**config.mk**
```make
export PLATFORM = sky130hd
export DESIGN_NAME = spi_channel_sequencer
export DESIGN_NICKNAME = d
export VERILOG_FILES = /design/src/rtl/spi_channel_sequencer.sv
export SDC_FILE = /design/constraint.sdc
export NUM_CORES = 1
export LEC_CHECK = 0
export ABC_AREA = 1
export ABC_CLOCK_PERIOD_IN_PS = 1400
export BUFFER_PORTS_ARGS = -buffer_cell sky130_fd_sc_hd__buf_2
export CAP_MARGIN = 20
export CORE_UTILIZATION = 45
export CTS_CLUSTER_SIZE = 12
export DETAILED_ROUTE_END_ITERATION = 7
export GPL_TIMING_DRIVEN = 0
export PLACE_DENSITY = 0.66
export SETUP_SLACK_MARGIN = 0.4
export SLEW_MARGIN = 25
export SYNTH_ARGS = -nofsm -noshare
export SYNTH_HDL_FRONTEND = slang
export SYNTH_SLANG_ARGS = --single-unit
```
**constraint.sdc**
```tcl
create_clock -name clock -period 1.4 [get_ports clock]
set_input_delay 0.14 -clock clock [delete_from_list [all_inputs] [get_ports clock]]
set_output_delay 0.14 -clock clock [all_outputs]
set_load 0.05 [all_outputs]
```
**src/rtl/spi_channel_sequencer.sv**
```systemverilog
`default_nettype none
// ============================================================================
// Module      : spi_channel_sequencer
// Description : SPI master (CPOL=0, CPHA=1, MSB first) that visits each
//               enabled slave in ascending order, FRAME_WORDS words per SS.
//               Optional macro SPI_SEQ_CONTINUOUS_EN adds a 'continuous' input.
// Revision    : 1.0 - initial release
// ============================================================================
module spi_channel_sequencer #(
    parameter int NUM_CH      = 4,
    parameter int WORD_W      = 16,
    parameter int FRAME_WORDS = 2,
    parameter int CLK_DIV     = 2,
    localparam int c_CH_W     = (NUM_CH > 1) ? $clog2(NUM_CH) : 1,
    localparam int c_IDX_W    = (FRAME_WORDS > 1) ? $clog2(FRAME_WORDS) : 1
) (
    input  logic                clock,
    input  logic                reset,
    input  logic                start,
`ifdef SPI_SEQ_CONTINUOUS_EN
    input  logic                continuous,
`endif
    input  logic [NUM_CH-1:0]   ch_enable,
    input  logic [WORD_W-1:0]   tx_data,
    output logic                tx_load,
    output logic [c_CH_W-1:0]   tx_ch,
    output logic [c_IDX_W-1:0]  tx_idx,
    output logic [c_CH_W-1:0]   rx_ch,
    output logic [c_IDX_W-1:0]  rx_idx,
    output logic [WORD_W-1:0]   rx_word,
    output logic                rx_valid,
    output logic                spi_sck,
    output logic                spi_mosi,
    input  logic                spi_miso,
    output logic [NUM_CH-1:0]   spi_ss_n,
    output logic                busy,
    output logic                frame_done,
    output logic                cycle_done
);

    localparam int c_BIT_W = $clog2(WORD_W);
    localparam int c_CNT_W = $clog2(2 * CLK_DIV);

    typedef enum logic [2:0] {
        ST_IDLE  = 3'd0,
        ST_LOAD  = 3'd1,
        ST_SHIFT = 3'd2,
        ST_GAP   = 3'd3,
        ST_DESEL = 3'd4,
        ST_NEXT  = 3'd5
    } state_t;

    state_t              r_state;
    state_t              w_state_nxt;
    logic [NUM_CH-1:0]   r_mask;
    logic [c_CH_W-1:0]   r_ch;
    logic [c_CH_W-1:0]   r_rx_ch;
    logic [c_CH_W-1:0]   w_first_ch;
    logic [c_CH_W-1:0]   w_next_ch;
    logic                w_first_found;
    logic                w_next_found;
    logic [c_IDX_W-1:0]  r_idx;
    logic [c_IDX_W-1:0]  r_rx_idx;
    logic [c_BIT_W-1:0]  r_bit;
    logic [c_CNT_W-1:0]  r_cnt;
    logic                r_half;
    logic [WORD_W-1:0]   r_tx_sh;
    logic [WORD_W-1:0]   r_rx_sh;
    logic [WORD_W-1:0]   r_rx_word;
    logic [WORD_W-1:0]   w_rx_shifted;
    logic                r_rx_valid;
    logic                r_zero_done;
    logic                w_go;
    logic                w_restart;
    logic                w_cnt_last;
    logic                w_desel_end;
    logic                w_last_bit;
    logic                w_last_word;

`ifdef SPI_SEQ_CONTINUOUS_EN
    assign w_restart = continuous;
`else
    assign w_restart = 1'b0;
`endif

    // An empty-mask cycle completes in IDLE, so continuous mode restarts from there too.
    assign w_go         = start | (w_restart & r_zero_done);
    assign w_cnt_last   = (r_cnt == c_CNT_W'(CLK_DIV - 1));
    assign w_desel_end  = (r_cnt == c_CNT_W'(2 * CLK_DIV - 1));
    assign w_last_bit   = (r_bit == c_BIT_W'(WORD_W - 1));
    assign w_last_word  = (r_idx == c_IDX_W'(FRAME_WORDS - 1));
    assign w_rx_shifted = {r_rx_sh[WORD_W-2:0], spi_miso};

    assign tx_ch    = r_ch;
    assign tx_idx   = r_idx;
    assign rx_ch    = r_rx_ch;
    assign rx_idx   = r_rx_idx;
    assign rx_word  = r_rx_word;
    assign rx_valid = r_rx_valid;

    always_comb begin
        w_first_found = 1'b0;
        w_first_ch    = '0;
        w_next_found  = 1'b0;
        w_next_ch     = '0;
        for (int i = NUM_CH - 1; i >= 0; i--) begin
            if (ch_enable[i]) begin
                w_first_found = 1'b1;
                w_first_ch    = c_CH_W'(i);
            end
            if (r_mask[i] && (i > int'(r_ch))) begin
                w_next_found = 1'b1;
                w_next_ch    = c_CH_W'(i);
            end
        end
    end

    always_ff @(posedge clock) begin
        if (reset) begin
            r_state <= ST_IDLE;
        end else begin
            r_state <= w_state_nxt;
        end
    end

    always_comb begin
        w_state_nxt = r_state;
        tx_load     = 1'b0;
        spi_sck     = 1'b0;
        spi_mosi    = 1'b0;
        spi_ss_n    = '1;
        busy        = 1'b1;
        frame_done  = 1'b0;
        cycle_done  = r_zero_done;
        case (r_state)
            ST_IDLE: begin
                busy = 1'b0;
                if (w_go && w_first_found) w_state_nxt = ST_LOAD;
            end
            ST_LOAD: begin
                spi_ss_n[r_ch] = 1'b0;
                tx_load        = 1'b1;
                w_state_nxt    = ST_SHIFT;
            end
            ST_SHIFT: begin
                spi_ss_n[r_ch] = 1'b0;
                spi_sck        = ~r_half;
                spi_mosi       = r_tx_sh[WORD_W-1];
                if (w_cnt_last && r_half && w_last_bit)
                    w_state_nxt = w_last_word ? ST_DESEL : ST_GAP;
            end
            ST_GAP: begin
                spi_ss_n[r_ch] = 1'b0;
                if (w_cnt_last) w_state_nxt = ST_LOAD;
            end
            ST_DESEL: begin
                frame_done = (r_cnt == '0);
                if (w_desel_end) w_state_nxt = ST_NEXT;
            end
            ST_NEXT: begin
                if (w_next_found) begin
                    w_state_nxt = ST_LOAD;
                end else begin
                    cycle_done  = 1'b1;
                    w_state_nxt = (w_restart && w_first_found) ? ST_LOAD : ST_IDLE;
                end
            end
            default: w_state_nxt = ST_IDLE;
        endcase
    end

    always_ff @(posedge clock) begin
        if (reset) begin
            r_mask      <= '0;
            r_ch        <= '0;
            r_idx       <= '0;
            r_bit       <= '0;
            r_cnt       <= '0;
            r_half      <= 1'b0;
            r_tx_sh     <= '0;
            r_rx_sh     <= '0;
            r_rx_word   <= '0;
            r_rx_ch     <= '0;
            r_rx_idx    <= '0;
            r_rx_valid  <= 1'b0;
            r_zero_done <= 1'b0;
        end else begin
            r_rx_valid  <= 1'b0;
            r_zero_done <= 1'b0;
            case (r_state)
                ST_IDLE: begin
                    r_cnt <= '0;
                    r_idx <= '0;
                    if (w_go) begin
                        r_mask      <= ch_enable;
                        r_ch        <= w_first_ch;
                        r_zero_done <= ~w_first_found;
                    end
                end
                ST_LOAD: begin
                    r_tx_sh <= tx_data;
                    r_cnt   <= '0;
                    r_half  <= 1'b0;
                    r_bit   <= '0;
                end
                ST_SHIFT: begin
                    if (!w_cnt_last) begin
                        r_cnt <= r_cnt + c_CNT_W'(1);
                    end else if (!r_half) begin
                        // End of the high half: SCK falls here, so MISO is sampled now.
                        r_cnt   <= '0;
                        r_half  <= 1'b1;
                        r_rx_sh <= w_rx_shifted;
                        if (w_last_bit) begin
                            r_rx_valid <= 1'b1;
                            r_rx_word  <= w_rx_shifted;
                            r_rx_ch    <= r_ch;
                            r_rx_idx   <= r_idx;
                        end
                    end else begin
                        r_cnt  <= '0;
                        r_half <= 1'b0;
                        if (!w_last_bit) begin
                            r_bit   <= r_bit + c_BIT_W'(1);
                            r_tx_sh <= {r_tx_sh[WORD_W-2:0], 1'b0};
                        end
                    end
                end
                ST_GAP: begin
                    if (w_cnt_last) begin
                        r_cnt <= '0;
                        r_idx <= r_idx + c_IDX_W'(1);
                    end else begin
                        r_cnt <= r_cnt + c_CNT_W'(1);
                    end
                end
                ST_DESEL: begin
                    r_cnt <= w_desel_end ? '0 : r_cnt + c_CNT_W'(1);
                end
                ST_NEXT: begin
                    r_idx <= '0;
                    if (w_next_found) begin
                        r_ch <= w_next_ch;
                    end else if (w_restart && w_first_found) begin
                        r_mask <= ch_enable;
                        r_ch   <= w_first_ch;
                    end
                end
                default: r_cnt <= '0;
            endcase
        end
    end

endmodule
`default_nettype wire

```
Word-level counts from Yosys, hierarchy flattened
Cells that the tools add are included.

Eq/ne operators: 17. Order comparisons: 5. Mux-type cells: 51. Reduce and logical (&&, ||, !) cells: 25. Add/sub/neg operators: 3. Bitwise gates (word level): 7.

Operators by type and width (count): $mux 16 (3); $pmux 16 s2 (1); $mux 2 (11); $mux 1 (20); $ne 2x2->1 const B (9); $pmux 3 s6 (1); $mux 4 (4); $mux 3 (5); $reduce_and 4->1 (3); $pmux 4 s2 (1); $logic_and 1x1->1 (7); $eq 3x2->1 const B (2); $eq 3x3->1 const B (2); $not 1->1 (6); $pmux 2 s3 (1); $reduce_and 2->1 (3); $reduce_and 3->1 (2); $reduce_bool 2->1 (3); $reduce_or 3->1 (2); $add 4x1->4 const B (1); $eq 4x4->1 const B (1); $gt 2x2->1 const A (2); $not 4->4 (1); $pmux 1 s2 (2); 14 further kinds (15).

Output and inout port bits: 33. Register bits after elaboration: 69. Logic and storage cells: 122. Bits of input ports: 24.

Depth between registers and ports, before layout
Depth after elaboration: 7. Gate-level depth with buffers: 10. Mapped depth without buffers: 9.

Worst setup path before layout
No wires, ideal clock.

Path type: reg-to-output. Start point: register r_ch[1] (netlist: tx_ch[1]). End point: output port cycle_done. Buffers on the path: 0. Slack: -0.221 ns. Data required time: 1.260 ns. Arrival: 1.481 ns. Cell stages (with the launch flop): 6. Cell sequence: dfxtp_1 inv_1 nand3_1 nand2_1 nor2_1 or2_2.

Cells in the longest elaborated chain, start to end: 7. Elaborated cells between the ends (all ways): 11. Classes of those cells: 3 x order compare; 5 x mux; 3 x reduce/logical.

RTL lines: from (decl) (RTL line 56) `logic [c_CH_W-1:0] r_ch;`; from (signal assigned) (RTL line 196) `r_ch <= w_first_ch;`; from (signal assigned) (RTL line 243) `r_ch <= w_next_ch;`; from (signal assigned) (RTL line 246) `r_ch <= w_first_ch;`; $gt 2x2->1 (RTL line 111) `if (r_mask[i] && (i > int'(r_ch))) begin`; $logic_and 1x1->1 (RTL line 111); $mux 1 (2 in series) (RTL line 111); $mux 1 * (RTL line 111); $mux 1 * (RTL line 161) `if (w_next_found) begin`; $mux 1 * (RTL line 135) `case (r_state)`; to (decl) (RTL line 38) `output logic cycle_done`.

Mark *: on every way between the ends. The rest lies on a longest branch, timed or not.

Worst setup path in the final report
Start point: register r_state[1]. End point: register r_rx_word[1] (netlist: rx_word[1]).

Cells in the longest elaborated chain, start to end: 2.

RTL lines: from (decl) (RTL line 53) `state_t r_state;`; from (signal assigned) (RTL line 122) `r_state <= w_state_nxt;`; $eq 3x2->1 (RTL line 190) `case (r_state)`; $reduce_and 4->1 (no source line); to (signal assigned) (RTL line 216) `r_rx_word <= w_rx_shifted;`; to (decl) (RTL line 69) `logic [WORD_W-1:0] r_rx_word;`.

No other way between the ends. A chain may end at the register's enable or synchronous reset.

==> run summary <==
run status: finished, violations left
violated checks: design-rule violations, negative setup slack
Pwr per Cell Area: 1730 mW/mm^2
# hold bufs at CTS: 0
Buffers on Ports: 56
root buffer cell: sky130_fd_sc_hd__clkbuf_8
sequential element share of the synthesized area: 45.1%
Internal Power: 5.25 mW
dpl cell area: 0.00357 sq mm
width of the chip: 83.9 um
relative contribution of combinational cells to total power: 56.1%
critical path peak fanout: 10
Sequential Power Share: 27.8%
Cell Area, Synth: 0.00302 sq mm
total clock buffers created by CTS: 9
share of power burned in the clock network: 16.0%
final worst path period need: 1.65 ns
yosys synthesis warning count: 0
number of placement rows: 29
fraction of final layout cells with drive strength greater than 1: 59.9%
global-route wire length before repair: 15100 um
All-Layer GR Usage: 27.3%
final total power: 9.29 mW
average size of a mapped cell: 7.46 sq um
overall via count from detail_route: 3375
normalized max-slew margin: 42.7%
fraction of the cycle the final worst path needs: 118%
most frequent standard cell in the layout excluding fill and tap cells: sky130_fd_sc_hd__nand2_1
residual antenna-violating net count after detailed routing: 0
start-to-end type of the worst setup path: flop to flop
number of H-tree levels: 3
initial cell density of the core: 47.0%
number of detailed-routing iterations run before antenna repair: 7
clock skew after layout: 0.00759 ns
via count of the first global-routing pass: 3192
IR drop worst, VDD: 1550 uV
dpl hpwl: 4990 um
classification of the worst-slack hold path: input port to flop
number of nets in the layout: 562
total negative slack: -11.25 ns
clock tree from TritonCTS: yes
Mapped Cells: 405
count of pins on the block boundary: 57
launching element type of the critical path: flop
number of remaining DRC errors: 9
FILL cells: 356
number of placed instances with taps included: 538
number of clock sinks: 68
count of final setup violators: 75
post-route cell area: 0.00536 sq mm
total leakage power: 2.16 nW
upper clock frequency limit: 606 MHz
flop and latch count out of synthesis: 68
Final Non-Filler Cells: 615
crit path capture type: flop
DIE AREA: 0.00705 sq mm
vertical die dimension: 83.9 um
mean routed wirelength per cell: 18.3 um
Starting DRT DRC Count: 164
Primary FF master, synth: sky130_fd_sc_hd__dfxtp_1
worst path arrival time: 1.93 ns
number of diodes: 0
Hold Vio Cnt, Final: 0
Clock Pin Slew Worst Setup and Hold Paths: 0.08 ns
core footprint: 0.00642 sq mm
switching power of the nets: 4.03 mW
slew at the pin closest to its max-slew limit: 0.859 ns
antenna violations before repair: 0
global placer's final weighted congestion: 0.792
worst-case setup margin in the final layout: -0.249 ns
grt total ovfl: 0
number of enable-type register cells in the synthesized netlist: 0
post-detailed-routing wire length: 11200 um
count of unique library cells instantiated by Yosys: 34
pre-CTS setup slack: -0.175 ns
CP required: 1.68 ns
pin count of the biggest net entering global routing: 14
vias per std cell: 5.49
Synth async-reset ratio: 0%
net switching fraction of the power: 43.4%
pins over their slew limit: 0
leading cell types in the layout, fill and taps excluded: sky130_fd_sc_hd__nand2_1, sky130_fd_sc_hd__dfxtp_1, sky130_fd_sc_hd__inv_1
unrepaired setup endpoints after global routing: true
max capacitance violation total: 0
insertion delay of the later-clocked pin in the worst-skew pair: 0.35 ns
maximum buffer depth of the clock tree: 2
Synthesized Nets: 434
Final Core Density: 83.4%
Area growth, synth to finish: 77.3%
worst hold slack after final layout: 0.0636 ns
==> routing by layer <==
metal	vias up	GRT usage (%)	part of all wire (%)
li1	1589	-	-
met1	1628	32.0	41
met2	120	48.6	50
met3	38	4.75	5.1
met4	0	12.4	3.4
met5	-	0	0
==> power groups by stage <==
stage          combinational (mW)  sequential (mW)  clock [mW]
6_report                     5.21             2.58        1.49
5_1_grt                      5.52             2.62        1.59
4_1_cts                      3.81             2.55        1.49
3_5_place_dp                 2.61             2.55           0
3_3_place_gp                 2.57             2.55           0
2_1_floorplan                2.01             2.60           0
==> cells by family (layout without fill, tap and decap cells) <==
family	count (synthesis)	in the layout	share of synthesized area (%)
AOI/OAI and AO/OA	116	116	21.7
xor gates and xnor gates	1	1	0.290
adders and majority gates	5	5	2.07
buffers and inverters	70	202	9.73
DFF	68	68	45.1
and+or+nand+nor	145	146	21.1
==> worst max-delay path, stage by stage (launching register included) <==
cell	delay [ns]
sky130_fd_sc_hd__dfxtp_4	0.39
sky130_fd_sc_hd__buf_4	0.13
sky130_fd_sc_hd__nand2_4	0.05
sky130_fd_sc_hd__nor2_4	0.20
sky130_fd_sc_hd__buf_12	0.14
sky130_fd_sc_hd__nand2_8	0.06
sky130_fd_sc_hd__nor2_4	0.16
sky130_fd_sc_hd__buf_8	0.18
sky130_fd_sc_hd__o21ai_0	0.11
sky130_fd_sc_hd__nor2_1	0.17
==> registers in the layout (all words and copies together) (netlist names), 3 cells and up <==
register and cells:
r_mask 3, rx_word 16, r_state 3, r_tx_sh 16
r_rx_sh 15, r_bit 4
==> cells in the mapped netlist (2+ instances only) <==
cell                       instances  share of area, %
sky130_fd_sc_hd__nor2_4            3               1.1
sky130_fd_sc_hd__buf_4             4              0.99
sky130_fd_sc_hd__a211oi_2          4               1.7
sky130_fd_sc_hd__a211oi_1          4              0.99
sky130_fd_sc_hd__nand3_1          22               3.6
sky130_fd_sc_hd__o21ai_1           2              0.33
sky130_fd_sc_hd__dfxtp_1          68                45
sky130_fd_sc_hd__nor2_1           39               4.8
sky130_fd_sc_hd__clkbuf_1          8              0.99
sky130_fd_sc_hd__o21ai_0          53               8.8
sky130_fd_sc_hd__inv_1            47               5.8
sky130_fd_sc_hd__a21oi_1          42               7.0
sky130_fd_sc_hd__nand2_1          67               8.3
sky130_fd_sc_hd__inv_2             2              0.25
sky130_fd_sc_hd__buf_2             6              0.99
sky130_fd_sc_hd__ha_1              5               2.1
sky130_fd_sc_hd__o21ai_2           7               2.0
sky130_fd_sc_hd__a31oi_1           2              0.41
sky130_fd_sc_hd__nand2_2           4              0.83
sky130_fd_sc_hd__nor3_1            2              0.33
==> final cells by class <==
type                            instances  area (sq um)  share of cell area (%)
Multi-Input combinational cell        268          2040                    38.2
Clock inverter                          7          48.8                   0.911
Buffer                                 19           198                    3.69
Timing Repair Buffer                  115          1160                    21.7
Sequential cell                        68          1410                    26.4
Clock buffer                            9           124                    2.31
Timing Repair inverter                  1          16.3                   0.304
Inverter                               51           254                    4.74
Tap cell                               77          96.3                    1.80
==> what timing repair did <==
action | 4_1_cts | 5_1_grt
buffers inserted | 33 | 21
cloned | 6 | 1
pin swaps | 26 | 27
gates resized for setup | 214 | 114
setup endpoints to repair | 101 | 98
==> final timing paths <==
kind	endpoint	slack, ns	cells after the start	start
max	rx_word[1]	-0.25	9	r_state[1]
min	r_mask[1]	0.06	3	ch_enable[1]
max reg2reg	rx_word[1]	-0.25	9	r_state[1]
min reg2reg	r_tx_sh[11]	0.45	2	r_tx_sh[11]
No activity file was read; power rests on OpenSTA's default activity.
